==> config.mk <==
export PLATFORM = sky130hd
export DESIGN_NAME = mips_alu_iter
export DESIGN_NICKNAME = d
export VERILOG_FILES = /design/src/rtl/mips_alu_pkg.sv /design/src/rtl/mips_muldiv_core.sv /design/src/rtl/mips_alu_iter.sv
export SDC_FILE = /design/constraint.sdc
export NUM_CORES = 1
export LEC_CHECK = 0
export ABC_AREA = 1
export CAP_MARGIN = 5
export CORE_MARGIN = 2
export CORE_UTILIZATION = 30
export DETAILED_ROUTE_END_ITERATION = 8
export HOLD_SLACK_MARGIN = 0.1
export RECOVER_POWER = 100
export SLEW_MARGIN = 10
export SYNTH_ARGS = -nofsm -noshare
export SYNTH_HDL_FRONTEND = slang
export SYNTH_SLANG_ARGS = --single-unit
==> constraint.sdc <==
create_clock -name clk -period 2.85 [get_ports clk]
set_input_delay 0.57 -clock clk [delete_from_list [all_inputs] [get_ports clk]]
set_output_delay 0.57 -clock clk [all_outputs]
set_load 0.02 [all_outputs]
==> src/rtl/mips_alu_pkg.sv <==
// Shared opcodes, FSM state type and compare helper for the iterative MIPS ALU.
package mips_alu_pkg;

    localparam logic [3:0] ALU_AND   = 4'b0000;
    localparam logic [3:0] ALU_OR    = 4'b0001;
    localparam logic [3:0] ALU_ADD   = 4'b0010;
    localparam logic [3:0] ALU_SUB   = 4'b0110;
    localparam logic [3:0] ALU_SLT   = 4'b0111;
    localparam logic [3:0] ALU_MULTU = 4'b1000;
    localparam logic [3:0] ALU_MULT  = 4'b1001;
    localparam logic [3:0] ALU_DIVU  = 4'b1010;
    localparam logic [3:0] ALU_DIV   = 4'b1011;
    localparam logic [3:0] ALU_NOR   = 4'b1100;
    localparam logic [3:0] ALU_MFHI  = 4'b1101;
    localparam logic [3:0] ALU_MFLO  = 4'b1110;

    typedef enum logic [1:0] {IDLE, RUN, FIX} state_e;

    // Signed a<b: differing signs decide directly, otherwise the difference sign is exact.
    function automatic logic slt_signed(input logic a_msb, input logic b_msb,
                                        input logic diff_msb);
        return (a_msb != b_msb) ? a_msb : diff_msb;
    endfunction

endpackage

==> src/rtl/mips_muldiv_core.sv <==
// Unsigned shift-add multiply / restoring divide step engine; divider present only with ALU_DIV_EN.
module mips_muldiv_core
    import mips_alu_pkg::*;
#(
    parameter int WIDTH = 32
) (
    input  logic             clk,
    input  logic             rst_n,
    input  logic             load,
    input  logic             step,
`ifdef ALU_DIV_EN
    input  logic             is_div,
`endif
    input  logic [WIDTH-1:0] mag_a,
    input  logic [WIDTH-1:0] mag_b,
    output logic             last,
    output logic [WIDTH-1:0] acc_hi,
    output logic [WIDTH-1:0] acc_lo
);
    localparam int CW = $clog2(WIDTH + 1);

    logic [WIDTH-1:0] hi_q, hi_d, lo_q, lo_d, opb_q, opb_d;
    logic [CW-1:0]    cnt_q, cnt_d;
    logic [WIDTH-1:0] mul_add;
    logic [WIDTH:0]   mul_sum;
`ifdef ALU_DIV_EN
    logic             div_q, div_d;
    logic [WIDTH:0]   div_shift, div_diff;
`endif

    // {hi,lo} is the product register for multiply and {remainder,quotient} for divide.
    always_comb begin
        hi_d    = hi_q;
        lo_d    = lo_q;
        opb_d   = opb_q;
        cnt_d   = cnt_q;
        mul_add = lo_q[0] ? opb_q : '0;
        mul_sum = {1'b0, hi_q} + {1'b0, mul_add};
`ifdef ALU_DIV_EN
        div_d     = div_q;
        div_shift = {hi_q, lo_q[WIDTH-1]};
        div_diff  = div_shift - {1'b0, opb_q};
`endif
        if (load) begin
            hi_d  = '0;
            lo_d  = mag_a;
            opb_d = mag_b;
            cnt_d = '0;
`ifdef ALU_DIV_EN
            div_d = is_div;
`endif
        end else if (step) begin
            cnt_d = cnt_q + CW'(1);
`ifdef ALU_DIV_EN
            if (div_q) begin
                if (!div_diff[WIDTH]) begin
                    hi_d = div_diff[WIDTH-1:0];
                    lo_d = {lo_q[WIDTH-2:0], 1'b1};
                end else begin
                    hi_d = div_shift[WIDTH-1:0];
                    lo_d = {lo_q[WIDTH-2:0], 1'b0};
                end
            end else
`endif
            begin
                hi_d = mul_sum[WIDTH:1];
                lo_d = {mul_sum[0], lo_q[WIDTH-1:1]};
            end
        end
    end

    always_ff @(posedge clk or negedge rst_n) begin
        if (!rst_n) begin
            hi_q  <= '0;
            lo_q  <= '0;
            opb_q <= '0;
            cnt_q <= '0;
`ifdef ALU_DIV_EN
            div_q <= 1'b0;
`endif
        end else begin
            hi_q  <= hi_d;
            lo_q  <= lo_d;
            opb_q <= opb_d;
            cnt_q <= cnt_d;
`ifdef ALU_DIV_EN
            div_q <= div_d;
`endif
        end
    end

    assign last   = cnt_q == CW'(WIDTH - 1);
    assign acc_hi = hi_q;
    assign acc_lo = lo_q;

endmodule

==> src/rtl/mips_alu_iter.sv <==
// Registered MIPS ALU with iterative mul/div, HI/LO and start/busy/done; ALU_DIV_EN enables DIV/DIVU.
// Handshake: start is taken on a rising edge only while busy=0; done pulses one cycle when outputs update.
module mips_alu_iter
    import mips_alu_pkg::*;
#(
    parameter int WIDTH = 32
) (
    input  logic             clk,
    input  logic             rst_n,
    input  logic             start,
    input  logic [3:0]       alu_control,
    input  logic [WIDTH-1:0] a,
    input  logic [WIDTH-1:0] b,
    output logic             busy,
    output logic             done,
    output logic [WIDTH-1:0] result,
    output logic             zero,
    output logic             overflow,
    output logic             div0,
    output logic             illegal,
    output logic [WIDTH-1:0] hi,
    output logic [WIDTH-1:0] lo,
    output logic [1:0]       dbg_state
);
    localparam int M = WIDTH - 1;

    state_e             state_q, state_d;
    logic [WIDTH-1:0]   result_q, result_d, hi_q, hi_d, lo_q, lo_d;
    logic               ovf_q, ovf_d, div0_q, div0_d, ill_q, ill_d, done_q, done_d;
    logic               negp_q, negp_d;
`ifdef ALU_DIV_EN
    logic               isdiv_q, isdiv_d, negr_q, negr_d, bz_q, bz_d;
    logic [WIDTH-1:0]   a_q, a_d;
`endif
    logic               sgn, core_load, core_step, core_last;
    logic [WIDTH-1:0]   mag_a, mag_b, sum, diff, core_hi, core_lo, fix_hi, fix_lo;
    logic [2*WIDTH-1:0] prod;

    mips_muldiv_core #(.WIDTH(WIDTH)) u_core (
        .clk    (clk),
        .rst_n  (rst_n),
        .load   (core_load),
        .step   (core_step),
`ifdef ALU_DIV_EN
        .is_div (alu_control == ALU_DIVU || alu_control == ALU_DIV),
`endif
        .mag_a  (mag_a),
        .mag_b  (mag_b),
        .last   (core_last),
        .acc_hi (core_hi),
        .acc_lo (core_lo)
    );

    always_comb begin
        state_d   = state_q;
        result_d  = result_q;
        hi_d      = hi_q;
        lo_d      = lo_q;
        ovf_d     = ovf_q;
        div0_d    = div0_q;
        ill_d     = ill_q;
        negp_d    = negp_q;
        done_d    = 1'b0;
        core_load = 1'b0;
        core_step = 1'b0;
`ifdef ALU_DIV_EN
        isdiv_d = isdiv_q;
        negr_d  = negr_q;
        bz_d    = bz_q;
        a_d     = a_q;
`endif
        sum   = a + b;
        diff  = a - b;
        sgn   = (alu_control == ALU_MULT) || (alu_control == ALU_DIV);
        mag_a = (sgn && a[M]) ? -a : a;
        mag_b = (sgn && b[M]) ? -b : b;
        prod  = {core_hi, core_lo};
        if (negp_q) prod = -prod;
        fix_hi = prod[2*WIDTH-1:WIDTH];
        fix_lo = prod[WIDTH-1:0];
`ifdef ALU_DIV_EN
        if (isdiv_q) begin
            if (bz_q) begin
                fix_lo = '1;
                fix_hi = a_q;
            end else begin
                fix_lo = negp_q ? -core_lo : core_lo;
                fix_hi = negr_q ? -core_hi : core_hi;
            end
        end
`endif
        case (state_q)
            IDLE: if (start) begin
                done_d = 1'b1;
                ovf_d  = 1'b0;
                ill_d  = 1'b0;
                div0_d = 1'b0;
                case (alu_control)
                    ALU_AND:  result_d = a & b;
                    ALU_OR:   result_d = a | b;
                    ALU_NOR:  result_d = ~(a | b);
                    ALU_ADD: begin
                        result_d = sum;
                        ovf_d    = (a[M] == b[M]) && (sum[M] != a[M]);
                    end
                    ALU_SUB: begin
                        result_d = diff;
                        ovf_d    = (a[M] != b[M]) && (diff[M] != a[M]);
                    end
                    ALU_SLT:  result_d = {{(WIDTH-1){1'b0}}, slt_signed(a[M], b[M], diff[M])};
                    ALU_MFHI: result_d = hi_q;
                    ALU_MFLO: result_d = lo_q;
                    ALU_MULTU, ALU_MULT: begin
                        done_d    = 1'b0;
                        div0_d    = div0_q;
                        ovf_d     = ovf_q;
                        ill_d     = ill_q;
                        state_d   = RUN;
                        core_load = 1'b1;
                        negp_d    = sgn && (a[M] ^ b[M]);
`ifdef ALU_DIV_EN
                        isdiv_d   = 1'b0;
`endif
                    end
`ifdef ALU_DIV_EN
                    ALU_DIVU, ALU_DIV: begin
                        done_d    = 1'b0;
                        div0_d    = div0_q;
                        ovf_d     = ovf_q;
                        ill_d     = ill_q;
                        state_d   = RUN;
                        core_load = 1'b1;
                        negp_d    = sgn && (a[M] ^ b[M]);
                        isdiv_d   = 1'b1;
                        negr_d    = sgn && a[M];
                        bz_d      = (b == '0);
                        a_d       = a;
                    end
`endif
                    default: begin
                        result_d = '0;
                        ill_d    = 1'b1;
                    end
                endcase
            end
            RUN: begin
                core_step = 1'b1;
                if (core_last) state_d = FIX;
            end
            FIX: begin
                state_d  = IDLE;
                done_d   = 1'b1;
                hi_d     = fix_hi;
                lo_d     = fix_lo;
                result_d = fix_lo;
                ovf_d    = 1'b0;
                ill_d    = 1'b0;
`ifdef ALU_DIV_EN
                div0_d   = isdiv_q && bz_q;
`else
                div0_d   = 1'b0;
`endif
            end
            default: state_d = IDLE;
        endcase
    end

    always_ff @(posedge clk or negedge rst_n) begin
        if (!rst_n) begin
            state_q  <= IDLE;
            result_q <= '0;
            hi_q     <= '0;
            lo_q     <= '0;
            ovf_q    <= 1'b0;
            div0_q   <= 1'b0;
            ill_q    <= 1'b0;
            done_q   <= 1'b0;
            negp_q   <= 1'b0;
`ifdef ALU_DIV_EN
            isdiv_q  <= 1'b0;
            negr_q   <= 1'b0;
            bz_q     <= 1'b0;
            a_q      <= '0;
`endif
        end else begin
            state_q  <= state_d;
            result_q <= result_d;
            hi_q     <= hi_d;
            lo_q     <= lo_d;
            ovf_q    <= ovf_d;
            div0_q   <= div0_d;
            ill_q    <= ill_d;
            done_q   <= done_d;
            negp_q   <= negp_d;
`ifdef ALU_DIV_EN
            isdiv_q  <= isdiv_d;
            negr_q   <= negr_d;
            bz_q     <= bz_d;
            a_q      <= a_d;
`endif
        end
    end

    assign busy      = state_q != IDLE;
    assign done      = done_q;
    assign result    = result_q;
    assign zero      = result_q == '0;
    assign overflow  = ovf_q;
    assign div0      = div0_q;
    assign illegal   = ill_q;
    assign hi        = hi_q;
    assign lo        = lo_q;
    assign dbg_state = state_q;

endmodule

After elaboration in Yosys (flattened, before gate mapping):

Cells that the tools add are included.

* $add $sub $neg: 7
* equality and inequality tests: 21
* multiplexer cells: 34
* bitwise logic cells: 4
* reductions and logical operators: 17

Operator list (count)
* one-hot mux 32 bit (9 select lines): 1
* two-way mux 32 bit: 8
* two-way mux 64 bit: 1
* negation 32 bit: 2
* negation 64 bit: 1
* one-hot mux 32 bit (2 select lines): 1
* adder 32 x 32 -> 33 bit: 1
* adder 32 bit: 1
* bitwise AND 32 bit: 1
* logical NOT 32 bit: 1
* inverter 32 bit: 1
* bitwise OR 32 bit: 1
* subtractor 32 bit: 1
* equality test 4 bit, second input constant: 6
* two-way mux 6 bit: 2
* two-way mux 1 bit: 11
* one-hot mux 1 bit (2 select lines): 5
* AND reduction 3 bit: 3
* equality test 4 x 3 -> 1 bit, second input constant: 2
* OR reduction 8 bit: 1
* adder 6 x 1 -> 6 bit, second input constant: 1
* equality test 6 x 5 -> 1 bit, second input constant: 1
* two-way mux 2 bit: 3
* inequality test 2 bit, second input constant: 3
* 16 further kinds: 24

* bits in registers: 205
* word-level logic and storage cells: 96

Longest topological paths before layout:

Gate-level depths: netlist of the first run.

* depth in word-level cells: 6
* mapped depth: 21
* gate-level depth less buffers: 20

Hierarchy:

Synthesis of the first run repeated with hierarchy kept, for this count alone.

* cells, all modules: 3471
* area total of the unflattened synthesis: 21605.7 µm²

By module, submodules not included
* mips_alu_iter: instances 1, cells each 2539, area an instance 14896.8 µm²
* mips_muldiv_core: instances 1, cells each 932, area an instance 6708.9 µm²

Worst setup path after synthesis of the first run:

OpenSTA, ideal clock, no wires.

* path type: input-to-reg
* start point: input port b[10]
* end point: register result_q[31] (netlist: result[31])
* setup time: 118 ps
* arrival: 2928 ps
* required time: 2732 ps
* path slack: -195 ps
* stages: 19
* path buffers: 1
* cell sequence: inv_1 > ha_1 > buf_2 > nor2_1 > nand2_1 > nor2_1 > nand2_1 > nand3_1 > nand2_1 > nand2_1 > nand2_1 > nand2_1 > a21oi_1 > fa_1 > o21ai_0 > nor3_1 > nand3_1 > a21oi_1 > nor2_1

* longest elaborated chain between the ends: 4
* elaborated cells between the ends (all ways): 5

RTL lines
* start: declaration: line mips_alu_iter.sv:13 `input logic [WIDTH-1:0] b,`
* subtractor 32 bit / adder 32 bit (equally long branches): line mips_alu_iter.sv:73, mips_alu_iter.sv:72
* one-hot mux 32 bit (9 select lines) *: line mips_alu_iter.sv:98 `case (alu_control)`
* two-way mux 32 bit *: line mips_alu_iter.sv:93 `IDLE: if (start) begin`
* one-hot mux 32 bit (2 select lines) *: line mips_alu_iter.sv:92 `case (state_q)`
* end signal: assignment: line mips_alu_iter.sv:187 `result_q <= result_d;`
* end: declaration: line mips_alu_iter.sv:28 `logic [WIDTH-1:0] result_q, result_d, hi_q, hi_d, lo_q, lo_d;`

Every way passes the cells marked *; elsewhere a longest branch is shown, timed or not. The select of a mux whose other input is x is not followed.
A chain may end at the register's enable or synchronous reset.

Final worst setup path of the first run:

* start point: register result_q[18] (netlist: result[18])
* end point: output port zero

* longest elaborated chain between the ends: 1

RTL lines
* logical NOT 32 bit: line mips_alu_iter.sv:207 `assign zero = result_q == '0;`
* end: declaration: line mips_alu_iter.sv:17 `output logic zero,`

Every way passes these cells.

==> results.sh, run 1 <==
export IMPL_criticalPathCategory="flop to primary output"
export IMPL_dpl_cell_count=4858
export IMPL_grt_pass1_wl_microns=157000
export IMPL_hold_viol=0
export IMPL_row_count=96
export IMPL_worst_pin_slew_ns=1.82
export IMPL_routedWlPerCell_microns=22.1
export IMPL_yosysSeqAreaShare_pct=24.6
export IMPL_vias_per_cell=5.25
export IMPL_hpwl_microns=91700
export IMPL_syn_inst=3382
export IMPL_cap_violations=1
export IMPL_grt_max_degree=68
export IMPL_die_w_microns=267
export IMPL_fin_cells=4921
export IMPL_cts_root_buf="clkbuf_16"
export IMPL_drt_iter0_markers=3099
export IMPL_max_freq_ghz=0.310
export IMPL_status="finished, violations left"
export IMPL_core_area_sq_um=68500
export IMPL_worstPathRequired_ns=2.28
export IMPL_grt_ovfl_total=0
export IMPL_skew_ns=0.0181
export IMPL_layout_nets=4224
export IMPL_setup_viol=15
export IMPL_worst_path_max_fanout=3
export IMPL_synth_cell_type_count=63
export IMPL_nFillCells=7335
export IMPL_area_growth_pct=38.2
export IMPL_multiInputGateArea_sq_um=13500
export IMPL_synthesis_nets=3596
export IMPL_cts_buffers=27
export IMPL_fp_dieH_microns=267
export IMPL_rsz0062_at_grt="true"
export IMPL_start_kind="flop"
export IMPL_postRouteAntennaNets=0
export IMPL_path_clk_slew_ns=0.06
export IMPL_path_cells="nor4_4, buf_4, nand4_1, nor4_1, buf_2"
export IMPL_clock_path_buffers=3
export IMPL_num_vias=25800
export IMPL_slew_violations=65
export IMPL_synth_seq_cells=204
export IMPL_period_minus_slack_ns=3.22
export IMPL_seq_area_sq_um=5110
export IMPL_finalWeightedCongestion=1.03
export IMPL_grt_antenna_before_repair=13
export IMPL_cp_end_kind="primary output"
export IMPL_synth_edff_count=0
export IMPL_drt_total_wl_microns=109000
export IMPL_drive_gt1_share_pct=18.8
export IMPL_drc=0
export IMPL_period_share_pct=113
export IMPL_synthArstFlopShare_pct=100
export IMPL_relSlewSlack_pct=-21.3
export IMPL_cts_tree="yes"
export IMPL_io_buffer_count=173
export IMPL_leakagePower_nw=14.9
export IMPL_yosysWarnings=0
export IMPL_p_total_mw=21.5
export IMPL_worstSkewPairLatency_ns=0.60
export IMPL_dieArea_sq_um=71200
export IMPL_peakVddDrop_v=0.000446
export IMPL_grt_pass1_vias=23800
export IMPL_synth_cell_area_sq_um=20700
export IMPL_avgSynthCellArea_sq_um=6.13
export IMPL_slowest_stage="nor4_4"
export IMPL_min_path_type="input port to flop"
export IMPL_cts_sinks=204
export IMPL_track_usage_pct=30.0
export IMPL_violations="capacitance limit, slew limit, setup timing"
export IMPL_drtPass1Iterations=6
export IMPL_synth_main_ff_cell="dfrtp_1"
export IMPL_critical_path_max_stage_delay_ns=0.48
export IMPL_io_pins=175
export IMPL_crit_arrival_ns=2.65
export IMPL_htree_levels=1
export IMPL_powerDensity_nw_per_um2=751
export IMPL_finalWorstSetupSlack_ns=-0.374
export IMPL_initial_utilization_pct=30.3
-- sequential cells by signal (all words and copies together) (netlist names) --
name / count
done: 1
negp_q: 1
dbg_state: 2
u_core.acc_lo: 32
u_core.acc_hi: 32
result: 32
hi: 32
u_core.cnt_q: 6
u_core.opb_q: 32
overflow: 1
illegal: 1
lo: 32
-- path summary, 6_finish.rpt --
| check | from | to | slack, ns | cells after the start |
|---|---|---|---|---|
| worst max-delay path | result[18] | zero | -0.37 | 5 |
| worst min-delay path | a[0] | u_core.acc_lo[0] | 0.40 | 4 |
| worst max register to register | u_core.acc_lo[0] | lo[24] | -0.02 | 12 |
| worst min register to register | u_core.opb_q[28] | u_core.opb_q[28] | 0.48 | 2 |
| max in group asynchronous | rst_n | result[18] | 0.35 | 3 |
| min in group asynchronous | rst_n | u_core.acc_lo[2] | 1.01 | 2 |
-- kinds of logic after synthesis --
kind of cell,after synthesis,synth area share (%)
simple gates,1710,35.2
xor+xnor,58,2.45
buf+inv,661,12.5
flops,204,24.6
fa+ha+maj,143,8.78
compound gates,605,16.5
other cells,1,0.0181
-- through the flow --
step | setup TNS, ns | utilization, % | instance area, sq um | hold slack, ns | setup WS, ns
final | -0.695 | 41.8 | 28600 | 0.400 | -0.374
after global routing | -7.32 | 41.8 | 28600 | 0.416 | -0.393
after CTS | -0.314 | 41.9 | 28700 | 0.483 | -0.314
after detailed placement | -17.22 | 39.9 | 27300 | 0.466 | -1.22
after global placement | -17.22 | 39.9 | 27300 | 0.467 | -1.17
after floorplan | -0.0470 | - | 20800 | 0.274 | -0.0470
-- critical path, delay by kind of cell, from the launching register on --
family | cells | cell delay [ns]
DFF | 1 | 0.46
buffers and inverters | 2 | 0.42
and+or+nand+nor | 3 | 1.17
-- power breakdown --
part           switching, mW  internal [mW]
clock                   1.56           2.45
sequential              1.38           4.20
combinational           7.72           4.22
total                   10.7           10.9
-- synth_stat cells, types with 17 or more instances --
master	count	area share (%)
nor2_1	360	6.5
nor4_1	17	0.51
ha_1	139	8.4
a31oi_1	32	0.97
o21ai_1	25	0.60
inv_1	524	9.5
a21oi_1	175	4.2
xor2_1	56	2.4
nand2_1	881	16
dfrtp_1	204	25
nor3_1	65	1.6
o22ai_1	41	1.2
buf_2	53	1.3
nand3_1	269	6.5
nor2_2	21	0.63
nand4_1	47	1.4
o21ai_0	242	5.8
clkbuf_1	47	0.85
o221ai_1	26	1.1
-- cell usage in the layout (no fill, tap or decap), drive strengths merged, types with 17 or more instances in the layout --
| master | Yosys | layout |
|---|---|---|
| inv | 540 | 537 |
| o21ai | 268 | 268 |
| dlygate4sd3 | 0 | 104 |
| nand4 | 47 | 47 |
| clkbuf | 52 | 66 |
| nand3 | 275 | 275 |
| nand2 | 887 | 887 |
| ha | 139 | 139 |
| dlygate4sd2 | 0 | 23 |
| nor3 | 73 | 73 |
| a21oi | 177 | 177 |
| a31oi | 32 | 32 |
| o221ai | 26 | 26 |
| o22ai | 41 | 41 |
| nor4 | 17 | 17 |
| buf | 67 | 530 |
| nor2 | 386 | 386 |
| xor2 | 56 | 56 |
| o21bai | 17 | 17 |
| dfrtp | 204 | 204 |
-- repair_timing --
| item | in CTS | in global routing |
|---|---|---|
| setup buffers | 1 | 4 |
| pin swaps | 15 | 14 |
| resized for setup | 130 | 87 |
| hold buffers | 1 | 0 |
| cloned | 0 | 0 |
| setup endpoints to repair | 7 | 23 |
| hold endpoints to repair | 59 | 0 |
-- area by class of cell --
type,count,area share (%)
inverter,542,7.15
tap,882,3.85
multi-input combinational,2517,47.1
antenna,8,0.0699
timing repair buffer,718,20.4
clock inverter,15,0.891
clock buffer,35,2.67
sequential,204,17.8
-- metal layers --
layer / wire length (microns) / part of all wire, % / vias to the layer above / GRT usage (%)
met1: 47600 / 44 / 12000 / 42.3
li1: - / - / 12200 / -
met4: 5590 / 5.1 / 2 / 13.2
met5: 16 / 0.015 / - / 0
met2: 44700 / 41 / 1374 / 44.3
met3: 10900 / 10 / 208 / 5.36
Note: power is estimated with default switching activity, not from simulation.
==> run 2: changes to the inputs <==
CORE_MARGIN = 4   (was 2)
SETUP_SLACK_MARGIN = 0.5   (was not set)
SKIP_LAST_GASP = 1   (was not set)
==> results.sh, run 2 (same netlist as run 1, synthesis figures left out) <==
export IMPL_status="finished, violations left"
export IMPL_violations="capacitance limit, slew limit, setup timing"
export IMPL_hold_viol=0
export IMPL_grt_ovfl_total=0
export IMPL_layout_nets=4339
export IMPL_grt_pass1_vias=24700
export IMPL_slew_violations=68
export IMPL_crit_arrival_ns=2.42
export IMPL_io_pins=175
export IMPL_min_path_type="flop to flop"
export IMPL_rsz0062_at_grt="true"
export IMPL_cp_end_kind="primary output"
export IMPL_n_antenna_cell=0
export IMPL_worstPathRequired_ns=2.28
export IMPL_drt_total_wl_microns=118000
export IMPL_max_freq_ghz=0.334
export IMPL_io_buffer_count=173
export IMPL_relSlewSlack_pct=-22.0
export IMPL_drtPass1Iterations=8
export IMPL_powerDensity_nw_per_um2=765
export IMPL_setup_viol=15
export IMPL_dp_slack_ns=-1.04
export IMPL_core_area_sq_um=68500
export IMPL_final_common_cell="nand2_1"
export IMPL_p_seq_share_pct=23.9
export IMPL_clock_path_buffers=3
export IMPL_postRouteAntennaNets=0
export IMPL_worst_path_max_fanout=2
export IMPL_p_sw_share_pct=50.9
export IMPL_cts_buffers=26
export IMPL_cts_sinks=204
export IMPL_hpwl_microns=94500
export IMPL_peakVddDrop_v=0.000575
export IMPL_finalWorstSetupSlack_ns=-0.140
export IMPL_final_cell_mix="765 x nand2_1, 575 x buf_4, 432 x inv_1"
export IMPL_grt_max_degree=107
export IMPL_fp_dieH_microns=271
export IMPL_intPower_mw=12.0
export IMPL_start_kind="flop"
export IMPL_criticalPathCategory="flop to primary output"
export IMPL_finalWeightedCongestion=1.01
export IMPL_p_comb_share_pct=62.5
export IMPL_cts_root_buf="clkbuf_16"
export IMPL_path_clk_slew_ns=0.06
export IMPL_drive_gt1_share_pct=31.8
export IMPL_area_growth_pct=53.6
export IMPL_p_sw_mw=12.4
export IMPL_leakagePower_nw=15.8
export IMPL_period_minus_slack_ns=2.99
export IMPL_drc=0
export IMPL_cts_tree="yes"
export IMPL_skew_ns=0.0547
export IMPL_die_w_microns=271
export IMPL_grt_antenna_before_repair=9
export IMPL_routedWlPerCell_microns=23.4
export IMPL_period_share_pct=105
export IMPL_dieArea_sq_um=73300
export IMPL_num_vias=26900
export IMPL_track_usage_pct=30.2
export IMPL_pwr_share_clk_pct=13.6
export IMPL_vias_per_cell=5.36
export IMPL_cap_violations=1
export IMPL_whs_ns=0.486
export IMPL_initial_utilization_pct=30.3
export IMPL_htree_levels=1
export IMPL_worstSkewPairLatency_ns=0.58
export IMPL_grt_pass1_wl_microns=165000
export IMPL_drt_iter0_markers=2927
export IMPL_row_count=96
export IMPL_worst_pin_slew_ns=1.83
==> run 2: final timing paths <==
kind	startpoint	cells after the start	slack, ns	to
max in group asynchronous	rst_n	3	0.29	negp_q
min	u_core.opb_q[4]	2	0.49	u_core.opb_q[4]
max reg2reg	u_core.acc_lo[0]	15	-0.07	u_core.acc_hi[31]
max	result[19]	5	-0.14	zero
min reg2reg	u_core.opb_q[4]	2	0.49	u_core.opb_q[4]
min in group asynchronous	rst_n	2	0.98	u_core.opb_q[0]
==> run 2: repair_timing <==
| action | CTS | global route |
|---|---|---|
| cloned | 3 | 0 |
| pin swaps | 125 | 182 |
| resized for setup | 556 | 442 |
| setup buffers | 58 | 52 |
| hold endpoints to repair | 63 | 0 |
| hold buffers | 1 | 0 |
| endpoints found under the setup margin | 79 | 169 |
==> run 2: per-stage QoR <==
stage	cells	power, mW	TNS [ns]	util, %	cell area, sq um
after global routing	5020	25.5	-6.64	46.5	31800
after global placement	4865	17.6	-17.19	40.3	27600
after CTS	4968	22.8	-0.186	44.6	30500
after detailed placement	4865	17.6	-17.22	40.3	27600
final	5020	24.3	-0.596	46.5	31800
after floorplan	3382	11.9	0	-	20900
==> run 2: critical path, cell delays in order, from the launching register on <==
cell	delay [ns]
dfrtp_1	0.41
nor4_4	0.41
buf_4	0.19
nand4_1	0.28
nor4_2	0.33
buf_4	0.21
==> run 2: power by group through the flow <==
stage / Clock [mW] / Sequential (mW) / Combinational, mW
6_report: 3.32 / 5.81 / 15.2
5_1_grt: 3.43 / 5.91 / 16.2
4_1_cts: 3.32 / 5.73 / 13.7
3_5_place_dp: 0 / 5.60 / 12.0
3_3_place_gp: 0 / 5.60 / 12.0
2_1_floorplan: 0 / 5.81 / 6.09
==> run 2: layer usage <==
metal / part of all wire [%] / global-route usage (%) / vias up
met5: 0.043 / 0 / -
met4: 4.6 / 10.8 / 8
met3: 10 / 5.91 / 239
met2: 42 / 44.4 / 1428
met1: 44 / 43.7 / 12700
li1: - / - / 12500
==> run 2: cell type report <==
class | count | area [sq um]
clock buffer | 37 | 732
clock inverter | 4 | 81.3
fill | 7017 | 36600
inverter | 542 | 2080
multi-input combinational | 2517 | 15900
sequential | 204 | 5110
tap | 882 | 1100
timing repair buffer | 834 | 6850
